===== config.mk =====
export PLATFORM = sky130hd
export DESIGN_NAME = lsu_mmio_master_flat
export DESIGN_NICKNAME = d
export VERILOG_FILES = /design/src/rtl/lsu_mmio_pkg.sv /design/src/rtl/lsu_mmio_master_if.sv /design/src/rtl/lsu_load_ext.sv /design/src/rtl/lsu_mmio_master.sv /design/src/flat_wrapper.sv
export SDC_FILE = /design/constraint.sdc
export NUM_CORES = 1
export LEC_CHECK = 0
export ABC_AREA = 1
export BUFFER_PORTS_ARGS = -buffer_cell sky130_fd_sc_hd__buf_2
export CAP_MARGIN = 10
export CORE_MARGIN = 3
export CORE_UTILIZATION = 40
export DETAILED_ROUTE_END_ITERATION = 6
export PLACE_DENSITY = 0.8
export SYNTH_ARGS = -nofsm -noshare
export SYNTH_HDL_FRONTEND = slang
export SYNTH_SLANG_ARGS = --single-unit

===== constraint.sdc =====
create_clock -name clk -period 1.55 [get_ports clk]
set_input_delay 0 -clock clk [delete_from_list [all_inputs] [get_ports clk]]
set_output_delay 0 -clock clk [all_outputs]
set_load 0.01 [all_outputs]

===== src/rtl/lsu_mmio_pkg.sv =====
// lsu_mmio_pkg
//   Shared types and helpers for the LSU-side MMIO master.
//   - size_e  : request size encoding (byte / half / word / reserved)
//   - state_e : one-hot FSM state encoding of lsu_mmio_master
//   - bytes_of(size)          : bus transfer length in bytes, zero-extended to 32 bits
//   - misaligned(addr, size)  : natural-alignment check on the low address bits
package lsu_mmio_pkg;

    typedef enum logic [1:0] {
        SZ_B = 2'd0,
        SZ_H = 2'd1,
        SZ_W = 2'd2,
        SZ_R = 2'd3
    } size_e;

    typedef enum logic [4:0] {
        ST_IDLE = 5'b00001,
        ST_AR   = 5'b00010,
        ST_R    = 5'b00100,
        ST_W    = 5'b01000,
        ST_RESP = 5'b10000
    } state_e;

    function automatic logic [31:0] bytes_of(input size_e size);
        return 32'd1 << size;
    endfunction

    // Only the two low address bits matter for alignment.
    function automatic logic misaligned(input logic [1:0] addr_lo, input size_e size);
        case (size)
            SZ_H:    return addr_lo[0];
            SZ_W:    return (addr_lo != 2'b00);
            default: return 1'b0;
        endcase
    endfunction

endpackage


===== src/rtl/lsu_mmio_master_if.sv =====
// lsu_mmio_master_if
//   MMIO bus between lsu_mmio_master and the mmio_dpi slave.
//   Read address : arAddr, arWidth, arValid (master) / arReady (slave)
//   Read data    : rData, rValid (slave) / rReady (master)
//   Write        : wAddr, wData, wWidth, wValid (master) / wReady (slave)
interface lsu_mmio_master_if;

    logic [31:0] arAddr;
    logic [31:0] arWidth;
    logic        arValid;
    logic        arReady;

    logic [31:0] rData;
    logic        rValid;
    logic        rReady;

    logic [31:0] wAddr;
    logic [31:0] wData;
    logic [31:0] wWidth;
    logic        wValid;
    logic        wReady;

    modport master (
        output arAddr, arWidth, arValid,
        input  arReady,
        input  rData, rValid,
        output rReady,
        output wAddr, wData, wWidth, wValid,
        input  wReady
    );

    modport slave (
        input  arAddr, arWidth, arValid,
        output arReady,
        output rData, rValid,
        input  rReady,
        input  wAddr, wData, wWidth, wValid,
        output wReady
    );

endinterface


===== src/rtl/lsu_load_ext.sv =====
// lsu_load_ext
//   Combinational load-data extension.
//   i_rdata    : raw read data, valid bytes in the low bits
//   i_size     : SZ_B / SZ_H / SZ_W
//   i_unsigned : 1 = zero-extend, 0 = sign-extend
//   o_data     : extended 32-bit word
module lsu_load_ext
    import lsu_mmio_pkg::*;
(
    input  logic [31:0] i_rdata,
    input  size_e       i_size,
    input  logic        i_unsigned,
    output logic [31:0] o_data
);

    logic w_sign_b;
    logic w_sign_h;

    assign w_sign_b = ~i_unsigned & i_rdata[7];
    assign w_sign_h = ~i_unsigned & i_rdata[15];

    always_comb begin
        o_data = i_rdata;
        case (i_size)
            SZ_B:    o_data = {{24{w_sign_b}}, i_rdata[7:0]};
            SZ_H:    o_data = {{16{w_sign_h}}, i_rdata[15:0]};
            default: o_data = i_rdata;
        endcase
    end

endmodule


===== src/rtl/lsu_mmio_master.sv =====
// lsu_mmio_master
//   Takes one load/store request at a time from the core LSU, checks alignment,
//   runs the MMIO read (AR/R) or write (W) transaction and returns a single
//   response pulse. Every bus wait is bounded by TIMEOUT_CYCLES (0 = unbounded).
//   clk, reset      : single clock, synchronous active-high reset
//   req_*           : LSU request (valid/ready, wen, addr, wdata, size, unsigned)
//   resp_*          : one-cycle response pulse with extended load data and error
//   bus (master)    : MMIO AR/R/W channels toward the slave
module lsu_mmio_master
    import lsu_mmio_pkg::*;
#(
    parameter int unsigned TIMEOUT_CYCLES = 1024,
    parameter int unsigned CNT_W          = 16
)
(
    input  logic                      clk,
    input  logic                      reset,
    input  logic                      req_valid,
    output logic                      req_ready,
    input  logic                      req_wen,
    input  logic [31:0]               req_addr,
    input  logic [31:0]               req_wdata,
    input  logic [1:0]                req_size,
    input  logic                      req_unsigned,
    output logic                      resp_valid,
    output logic [31:0]               resp_data,
    output logic                      resp_err,
    lsu_mmio_master_if.master         bus
);

    // Counter value of the last cycle allowed in a wait state: a wait state is
    // occupied for exactly TIMEOUT_CYCLES cycles before the abort.
    localparam logic [CNT_W-1:0] LP_TO_LAST =
        (TIMEOUT_CYCLES == 0) ? '0 : CNT_W'(TIMEOUT_CYCLES - 1);

    state_e           r_state;
    state_e           w_next;
    logic [CNT_W-1:0] r_cnt;
    logic [31:0]      r_addr;
    logic [31:0]      r_wdata;
    logic [31:0]      r_width;
    size_e            r_size;
    logic             r_unsigned;
    logic [31:0]      r_resp_data;
    logic             r_resp_err;

    size_e            w_req_size;
    logic             w_req_bad;
    logic             w_timeout;
    logic             w_in_wait;
    logic [31:0]      w_ext;

    assign w_req_size = size_e'(req_size);
    assign w_req_bad  = (w_req_size == SZ_R) || misaligned(req_addr[1:0], w_req_size);
    assign w_timeout  = (TIMEOUT_CYCLES != 0) && (r_cnt == LP_TO_LAST);
    assign w_in_wait  = (r_state == ST_AR) || (r_state == ST_R) || (r_state == ST_W);

    lsu_load_ext u_ext (
        .i_rdata    (bus.rData),
        .i_size     (r_size),
        .i_unsigned (r_unsigned),
        .o_data     (w_ext)
    );

    // Next-state logic; a handshake in the same cycle as the timeout wins.
    always_comb begin
        w_next = r_state;
        case (r_state)
            ST_IDLE: begin
                if (req_valid) begin
                    if (w_req_bad)    w_next = ST_RESP;
                    else if (req_wen) w_next = ST_W;
                    else              w_next = ST_AR;
                end
            end
            ST_AR: begin
                if (bus.arReady)    w_next = ST_R;
                else if (w_timeout) w_next = ST_RESP;
            end
            ST_R: begin
                if (bus.rValid || w_timeout) w_next = ST_RESP;
            end
            ST_W: begin
                if (bus.wReady || w_timeout) w_next = ST_RESP;
            end
            ST_RESP: w_next = ST_IDLE;
            default: w_next = ST_IDLE;
        endcase
    end

    always_ff @(posedge clk) begin
        if (reset) begin
            r_state     <= ST_IDLE;
            r_cnt       <= '0;
            r_addr      <= '0;
            r_wdata     <= '0;
            r_width     <= '0;
            r_size      <= SZ_B;
            r_unsigned  <= 1'b0;
            r_resp_data <= '0;
            r_resp_err  <= 1'b0;
        end else begin
            r_state <= w_next;

            // Cleared on every state change so each wait state starts from zero.
            if (w_next != r_state)
                r_cnt <= '0;
            else if (w_in_wait)
                r_cnt <= r_cnt + 1'b1;

            case (r_state)
                ST_IDLE: begin
                    if (req_valid) begin
                        r_addr      <= req_addr;
                        r_wdata     <= req_wdata;
                        r_width     <= bytes_of(w_req_size);
                        r_size      <= w_req_size;
                        r_unsigned  <= req_unsigned;
                        r_resp_data <= '0;
                        r_resp_err  <= w_req_bad;
                    end
                end
                ST_AR: begin
                    if (!bus.arReady && w_timeout) r_resp_err <= 1'b1;
                end
                ST_R: begin
                    if (bus.rValid)     r_resp_data <= w_ext;
                    else if (w_timeout) r_resp_err  <= 1'b1;
                end
                ST_W: begin
                    if (!bus.wReady && w_timeout) r_resp_err <= 1'b1;
                end
                default: ;
            endcase
        end
    end

    assign req_ready   = (r_state == ST_IDLE);
    assign resp_valid  = (r_state == ST_RESP);
    assign resp_data   = r_resp_data;
    assign resp_err    = r_resp_err;

    // Address/data/width stay registered so the slave can sample them a cycle
    // after the handshake.
    assign bus.arValid = (r_state == ST_AR);
    assign bus.rReady  = (r_state == ST_R);
    assign bus.wValid  = (r_state == ST_W);
    assign bus.arAddr  = r_addr;
    assign bus.arWidth = r_width;
    assign bus.wAddr   = r_addr;
    assign bus.wData   = r_wdata;
    assign bus.wWidth  = r_width;

endmodule


===== src/flat_wrapper.sv =====
// flat-port wrapper written by rule: the top's interface ports become plain ports
module lsu_mmio_master_flat import lsu_mmio_pkg::*;
#(
    parameter int unsigned TIMEOUT_CYCLES = 1024,
    parameter int unsigned CNT_W          = 16
)
  (clk, reset, req_valid, req_ready, req_wen, req_addr, req_wdata, req_size, req_unsigned, resp_valid, resp_data, resp_err, bus_arAddr, bus_arWidth, bus_arValid, bus_arReady, bus_rData, bus_rValid, bus_rReady, bus_wAddr, bus_wData, bus_wWidth, bus_wValid, bus_wReady);
  lsu_mmio_master_if bus_i ();
  input  logic clk;
  input  logic reset;
  input  logic req_valid;
  output logic req_ready;
  input  logic req_wen;
  input  logic [31:0] req_addr;
  input  logic [31:0] req_wdata;
  input  logic [1:0] req_size;
  input  logic req_unsigned;
  output logic resp_valid;
  output logic [31:0] resp_data;
  output logic resp_err;
  output wire logic [$bits(bus_i.arAddr)-1:0] bus_arAddr;
  output wire logic [$bits(bus_i.arWidth)-1:0] bus_arWidth;
  output wire logic [$bits(bus_i.arValid)-1:0] bus_arValid;
  input wire logic [$bits(bus_i.arReady)-1:0] bus_arReady;
  input wire logic [$bits(bus_i.rData)-1:0] bus_rData;
  input wire logic [$bits(bus_i.rValid)-1:0] bus_rValid;
  output wire logic [$bits(bus_i.rReady)-1:0] bus_rReady;
  output wire logic [$bits(bus_i.wAddr)-1:0] bus_wAddr;
  output wire logic [$bits(bus_i.wData)-1:0] bus_wData;
  output wire logic [$bits(bus_i.wWidth)-1:0] bus_wWidth;
  output wire logic [$bits(bus_i.wValid)-1:0] bus_wValid;
  input wire logic [$bits(bus_i.wReady)-1:0] bus_wReady;
  assign bus_arAddr = bus_i.arAddr;
  assign bus_arWidth = bus_i.arWidth;
  assign bus_arValid = bus_i.arValid;
  assign bus_i.arReady = bus_arReady;
  assign bus_i.rData = bus_rData;
  assign bus_i.rValid = bus_rValid;
  assign bus_rReady = bus_i.rReady;
  assign bus_wAddr = bus_i.wAddr;
  assign bus_wData = bus_i.wData;
  assign bus_wWidth = bus_i.wWidth;
  assign bus_wValid = bus_i.wValid;
  assign bus_i.wReady = bus_wReady;
  lsu_mmio_master #(.TIMEOUT_CYCLES(TIMEOUT_CYCLES), .CNT_W(CNT_W)) u_core (.clk(clk), .reset(reset), .req_valid(req_valid), .req_ready(req_ready), .req_wen(req_wen), .req_addr(req_addr), .req_wdata(req_wdata), .req_size(req_size), .req_unsigned(req_unsigned), .resp_valid(resp_valid), .resp_data(resp_data), .resp_err(resp_err), .bus(bus_i));
endmodule

==> results.md, run 1 <==
* Post-Place Worst Slack at 0.00499 ns
* # IOs at 304
* Final Hold Vio Count at 0
* Final wirelength at 20900 um
* Total Routing Usage GR at 0.226
* Critical path's largest stage delay at about 0.35 ns
* Crit Path Max Fanout at 14
* VDD IR max at 863 uV
* Final nets at 1283
* P_sw at 3130 uW
* Ys flop type: dfxtp_1
* Post-synth EDFFs at 0
* Pwr Density at 1160 nW/um^2
* Crit path top cell by count: nor2_4
* CORE AREA at around 15000 sq um
* Max-cap violations at 0
* Clock buffer count from CTS at 17
* DRC errors left at 0
* Comb power frac at 0.224
* Initial Utilization at 0.413
* Port bufs at 247
* Crit-path leading delay family: simple AND/OR/NAND/NOR gates
* Final worst slack at 0.0478 ns
* Final worst path period need at 1.50 ns
* Drt pass-1 iters at 5
* Avg Synthesized Cell Area at about 7.1 sq um
* Crit path kind: reg2reg
* Crit-path cells: nor2_4, nand3_2, nor2_4, inv_4, clkbuf_16, nor2_2, nor2_1
* Final setup viols at 0
* Initial drt markers at about 560
* Grt total ovfl at 0
* Post-DR vias/cell at 4.90
* Routed len/inst at 15.2 um
* CP startpoint kind: register
* Worst path slowest cell: dfxtp_2
* Skew final at 0.0121 ns
* Number of synthesized register bits at 125
* Hold WC Path Type: in2reg
* Layout Area Growth over Synthesis at 48.9%
* P_leak at 0.00443 uW
* Setup crit end kind: register
* Synthesized area at ~6000 sq um
* Antenna-violating nets left at 0
* Vias in the first global route at 6117
* Clk pin slew, worst setup/hold paths at 0.06 ns
* Site Rows at 44
* Yosys warns at 0
* Post-synthesis async set-or-reset flop share at 0
* Clock latency on the worst-skew pair at ~0.42 ns
* Die width at 129 um
* RePlAce Congestion at roughly 0.9
* Hold Path Stages at 3
* Final worst path period share at 0.969
* Critical path data required time at 1.85 ns
* RSZ-0062 raised after global routing: yes
* Fmax achieved at roughly 0.67 GHz
* Fin Hold WS at 0.0401 ns
* TritonCTS clock tree: done
* Crit path buffers/inverters at 2
* Crit path arrival time at 1.81 ns
* Post-DP HPWL at roughly 12000 um
* Sw frac at 0.299
* DR vias at about 6700
* Synth unique cells at 31
* CP Depth at 7
* R2R cell count at 7
* Sequential element share of the synthesized area at 0.412
* Share of cells above drive strength 1 at 0.316
* Mapped Cells at 850
* Clock network fraction of design power at 0.417
* Clk buf depth at 2
* Internal power at 7360 uW
* Die Area at 16700 sq um
* Die Ht at 129 um
* CTS H-tree lvls at 4
* Slew Limit Fails at 0
* Run status: finished, final reports clean
* Largest net degree at the start of global routing at 71
* First-pass GRT wire length at 30000 um
* Sequential Power Share at 0.359
* Sink Count at 125
* Pwr Total at 10500 uW
* CTS root buffer: clkbuf_16
* R2r setup slk at about 0.048 ns
* Initial antenna violation count at 0
## cells in the final DEF (no fill, tap or decap), types with 2 or more instances in the layout
cell type,count
nand2_2,5
nor2_1,216
buf_12,6
nand3_2,6
xnor2_1,2
clkbuf_8,3
nand3_1,28
bufinv_16,4
dlygate4sd3_1,101
nor2_4,5
buf_6,2
inv_6,4
inv_1,38
dfxtp_1,117
dfxtp_2,8
a21oi_1,34
clkinvlp_4,2
diode_2,3
o21ai_0,87
ha_1,4
clkinv_4,3
o21ai_1,33
xor2_1,8
buf_4,23
inv_2,7
conb_1,56
nor2_2,21
clkbuf_16,19
nand2_1,75
nand4_1,7
buf_2,247
nand2_8,2
## power groups by stage
stage          registers, uW  clock network (uW)  logic (uW)
2_1_floorplan           3920                   0        1220
3_3_place_gp            3800                   0        1920
3_5_place_dp            3800                   0        1950
4_1_cts                 3750                4420        2160
5_1_grt                 3800                4570        2560
6_report                3760                4370        2350
## state kept, by name (all words and copies together) (netlist names)
name                count
u_core.r_state          5
u_core.r_unsigned       1
u_core.bus.arWidth      4
u_core.r_cnt           16
u_core.resp_err         1
u_core.r_size           2
u_core.bus.wData       32
u_core.bus.arAddr      32
u_core.resp_data       32
## tightest hold or removal path, cell delays in order
cell,delay [ns]
buf_2,0.09
buf_4,0.25
a21oi_1,0.06
## per-layer routing
layer / global-route usage / routed length [um] / vias up
met3: 0.0606 / 1730 / 61
li1: - / - / 3209
met1: 0.259 / 7820 / 3061
met2: 0.391 / 10600 / 386
met5: 0 / 0 / -
met4: 0.105 / 685 / 0
## cell families after synthesis
logic type / after synthesis / share of synthesized area
AOI/OAI and AO/OA: 157 / 0.131
xor gates and xnor gates: 10 / 0.0144
adders and majority gates: 5 / 0.0103
buffers and inverters: 183 / 0.178
DFF: 125 / 0.412
muxes: 1 / 0.00165
other: 1 / 0.000617
and+or+nand+nor: 368 / 0.253
## synth_stat cells (7+ instances only)
| cell type | n | area [sq um] |
|---|---|---|
| nand2_1 | 79 | 297 |
| nand4_1 | 7 | 43.8 |
| inv_2 | 10 | 37.5 |
| nor2_1 | 226 | 848 |
| o21ai_0 | 90 | 450 |
| nand3_1 | 30 | 150 |
| clkbuf_1 | 18 | 67.6 |
| xor2_1 | 8 | 70.1 |
| inv_1 | 38 | 143 |
| a21oi_1 | 34 | 170 |
| o21ai_1 | 30 | 150 |
| buf_4 | 96 | 721 |
| buf_2 | 18 | 90.1 |
| nor2_2 | 15 | 93.8 |
| dfxtp_1 | 125 | 2500 |
## layout make-up
class	count	area, sq um
diodes	3	7.51
clock buffers	20	467
clock inverters	12	184
fillers	1197	5650
inverters	48	193
multi-input cells	598	2830
flip-flops and latches	125	2510
well taps	184	230
repair buffers	382	2630
## timing repair
item                                    4_1_cts  5_1_grt
resized for setup                             6       36
endpoints found under the setup margin       14      107
pin swaps                                     0        5
buffers inserted                              1        1
hold endpoints to repair                    100        0
cloned                                        0        5
hold buffers                                101        0
## final timing paths
kind,from,end
worst max-delay path,u_core.r_state[3]$_SDFF_PP0_,u_core.bus.wData[3]$_SDFFE_PP0P_
worst min-delay path,reset,u_core.resp_data[15]$_SDFFE_PP0P_
worst max register to register,u_core.r_state[3]$_SDFF_PP0_,u_core.bus.wData[3]$_SDFFE_PP0P_
worst min register to register,u_core.resp_err$_SDFFE_PP0P_,u_core.resp_err$_SDFFE_PP0P_
## metrics by stage
stage	std cells	util	setup TNS [ns]	cell area, sq um
finish	1372	0.615	0	9050
global route	1369	0.615	-1.48	9040
CTS	1363	0.602	0	8850
detailed placement	1229	0.486	0	7150
global placement	1229	0.486	0	7150
floorplan	905	-	0	6290
No activity file was read; power rests on OpenSTA's default activity.
==> inputs of run 2 (changes only) <==
==> constraint.sdc (replaced) <==
create_clock -name clk -period 1.55 [get_ports clk]
set_input_delay 0.155 -clock clk [delete_from_list [all_inputs] [get_ports clk]]
set_output_delay 0.155 -clock clk [all_outputs]
set_load 0.01 [all_outputs]
==> run 2 against run 1 <==
  * Via count shrank 1.6%
  * Fmax fell by 2.4%
  * Wire length shrank 3.1%
  * Power is 3.8% lower
  * Die area did not move
  * Critical endpoint is now bus_wValid
  * First-iteration DRC count grew 2.7%
  * Critical path depth down 2
  * Sequential share of layout area rose by 0.34 points
  * Cell area fell by 0.95%
  * Sequential power is essentially flat
  * Setup slack lost 0.036 ns
  * The flow now finishes with violations (negative hold slack)
==> results.md, run 2 (synthesis gave the netlist of run 1 again) <==
* Run status: finished with violations
* Failing checks: negative hold slack
* Post-DP HPWL at around 12000 um
* Final Hold Vio Count at 1
* Sink Count at 125
* Crit-path cells: nor2_4, buf_12, nand3_4, inv_4, buf_6
* # IOs at 304
* DRC errors left at 0
* Final nets at 1266
* Hold EP: u_core.bus.wData[1]$_SDFFE_PP0P_
* Max-cap violations at 0
* Port bufs at 247
* P_sw at 3400 uW
* Site Rows at 44
* Total Routing Usage GR at 0.216
* R2R cell count at 8
* Largest net degree at the start of global routing at 91
* Reg-to-reg critical path startpoint: u_core.r_state[1]$_SDFF_PP0_
* VDD IR max at slightly above 800 uV
* Initial antenna violation count at 0
* Routed len/inst at 14.9 um
* DR vias at ~6600
* Crit path kind: reg2out
* First-pass GRT wire length at 28700 um
* TritonCTS clock tree: done
* Share of cells above drive strength 1 at 0.343
* Hold Path Stages at 3
* Clk pin slew, worst setup/hold paths at 0.06 ns
* Final setup viols at 0
* CP startpoint kind: register
* Clock latency on the worst-skew pair at 0.44 ns
* Critical path data required time at 1.39 ns
* Post-Place Worst Slack at -0.000418 ns
* Comb power frac at 0.237
* Layout Area Growth over Synthesis at 47.5%
* Clock network fraction of design power at 0.391
* Skew final at 0.0191 ns
* CTS root buffer: clkbuf_16
* Fin Hold WS at -0.00265 ns
* Post-DR vias/cell at 4.88
* Setup crit end kind: output port
* Antenna-violating nets left at 0
* Hold wc startpoint: req_wdata[1]
* Crit path arrival time at ~1.4 ns
* Initial drt markers at 578
* Drt pass-1 iters at 7
* Sequential Power Share at 0.372
* Worst R2R End: u_core.r_cnt[1]$_SDFFE_PP0P_
* Die Ht at 129 um
* Clock buffer count from CTS at 17
* # placed instances at 1231
* RePlAce Congestion at 0.925
* R2r setup slk at around 0.03 ns
* Fmax achieved at about 0.65 GHz
* Worst path slowest cell: dfxtp_4
* Final wirelength at 20200 um
* Critical path's largest stage delay at 0.37 ns
* Final worst path period share at 0.993
* Crit Path Max Fanout at 3
* Internal power at 6700 uW
* Setup total negative slack at 0 ns
* Slew Limit Fails at 0
* Final worst slack at ~0.011 ns
* RSZ-0062 raised after global routing: yes
* Vias in the first global route at 5893
* Most frequent cells in the layout: buf_2, nor2_1, dfxtp_1
* Final worst path period need at 1.54 ns
* Initial Utilization at 0.413
* Die Area at 16700 sq um
* Grt total ovfl at 0
* Hold WC Path Type: in2reg
* Pwr Density at 1130 nW/um^2
* Clk buf depth at 2
* Die width at 129 um
* CTS H-tree lvls at 4
* P_leak at 0.00439 uW
* CORE AREA at 14700 sq um
* Final std cells w/o fill at ~1400
* Sw frac at 0.337
* Commonest non-fill, non-tap cell in the layout: buf_2
## run 2: cell count changes in the layout (fill, tap and decap cells not counted), sizes merged
| cell | before | now |
|---|---|---|
| diode | 3 | 1 |
| clkinvlp | 2 | 0 |
| clkbuf | 22 | 20 |
| bufinv | 4 | 0 |
| dlygate4sd3 | 101 | 72 |
| inv | 50 | 60 |
| clkinv | 4 | 3 |
| buf | 279 | 290 |
## run 2: stage by stage
stage / power [uW] / instance area, sq um / util
floorplan: 5140 / 6290 / -
global placement: 5740 / 7180 / 0.488
detailed placement: 5770 / 7180 / 0.488
CTS: 9890 / 8560 / 0.582
global route: 10500 / 8960 / 0.609
finish: 10100 / 8960 / 0.610
## run 2: worst max path at each step
stage | startpoint | to | slack (ns) | depth (start not counted)
6_report | u_core.r_state[1]$_SDFF_PP0_ | bus_wValid | 0.01 | 5
3_5_place_dp | u_core.r_cnt[1]$_SDFFE_PP0P_ | u_core.r_cnt[1]$_SDFFE_PP0P_ | -0.0004 | 8
5_1_grt | u_core.r_state[1]$_SDFF_PP0_ | u_core.r_cnt[2]$_SDFFE_PP0P_ | -0.08 | 8
2_1_floorplan | u_core.r_cnt[0]$_SDFFE_PP0P_ | u_core.r_cnt[10]$_SDFFE_PP0P_ | 0.01 | 9
3_3_place_gp | u_core.r_cnt[1]$_SDFFE_PP0P_ | u_core.r_cnt[1]$_SDFFE_PP0P_ | 0.04 | 8
4_1_cts | u_core.r_state[2]$_SDFF_PP0_ | bus_rReady | -0.005 | 6
## run 2: worst max-delay path: cells and delay by family (launching register included)
kind                   cells  cell delay, ns
buffers and inverters      3            0.32
DFF                        1            0.37
and+or+nand+nor            2            0.28
## run 2: power groups by stage
stage          Combinational (uW)  Clock (uW)  Sequential (uW)
6_report                     2390        3950             3760
3_5_place_dp                 1970           0             3800
3_3_place_gp                 1950           0             3790
5_1_grt                      2600        4140             3790
4_1_cts                      2140        4010             3740
2_1_floorplan                1220           0             3920
## run 2: area by class of cell
class | instances | area [sq um]
multi-input combinational | 598 | 2910
antenna | 1 | 2.50
tap | 184 | 230
sequential | 125 | 2520
inverter | 48 | 205
clock buffer | 17 | 425
timing repair buffer | 365 | 2510
clock inverter | 15 | 159
fill | 1237 | 5740
## run 2: repair_timing
item                                   CTS  global route
hold buffers                            72             0
setup buffers                            3             9
resized for setup                       15            67
pin swaps                                2            11
setup endpoints to repair                7            36
gates cloned                             0             5
endpoints found under the hold margin   72             0
## run 2: per-layer routing
metal | vias up | wire (um) | track usage
met3 | 60 | 1640 | 0.0639
met4 | 0 | 684 | 0.101
li1 | 3179 | - | -
met1 | 3013 | 7920 | 0.253
met5 | - | 0 | 0
met2 | 356 | 9960 | 0.362
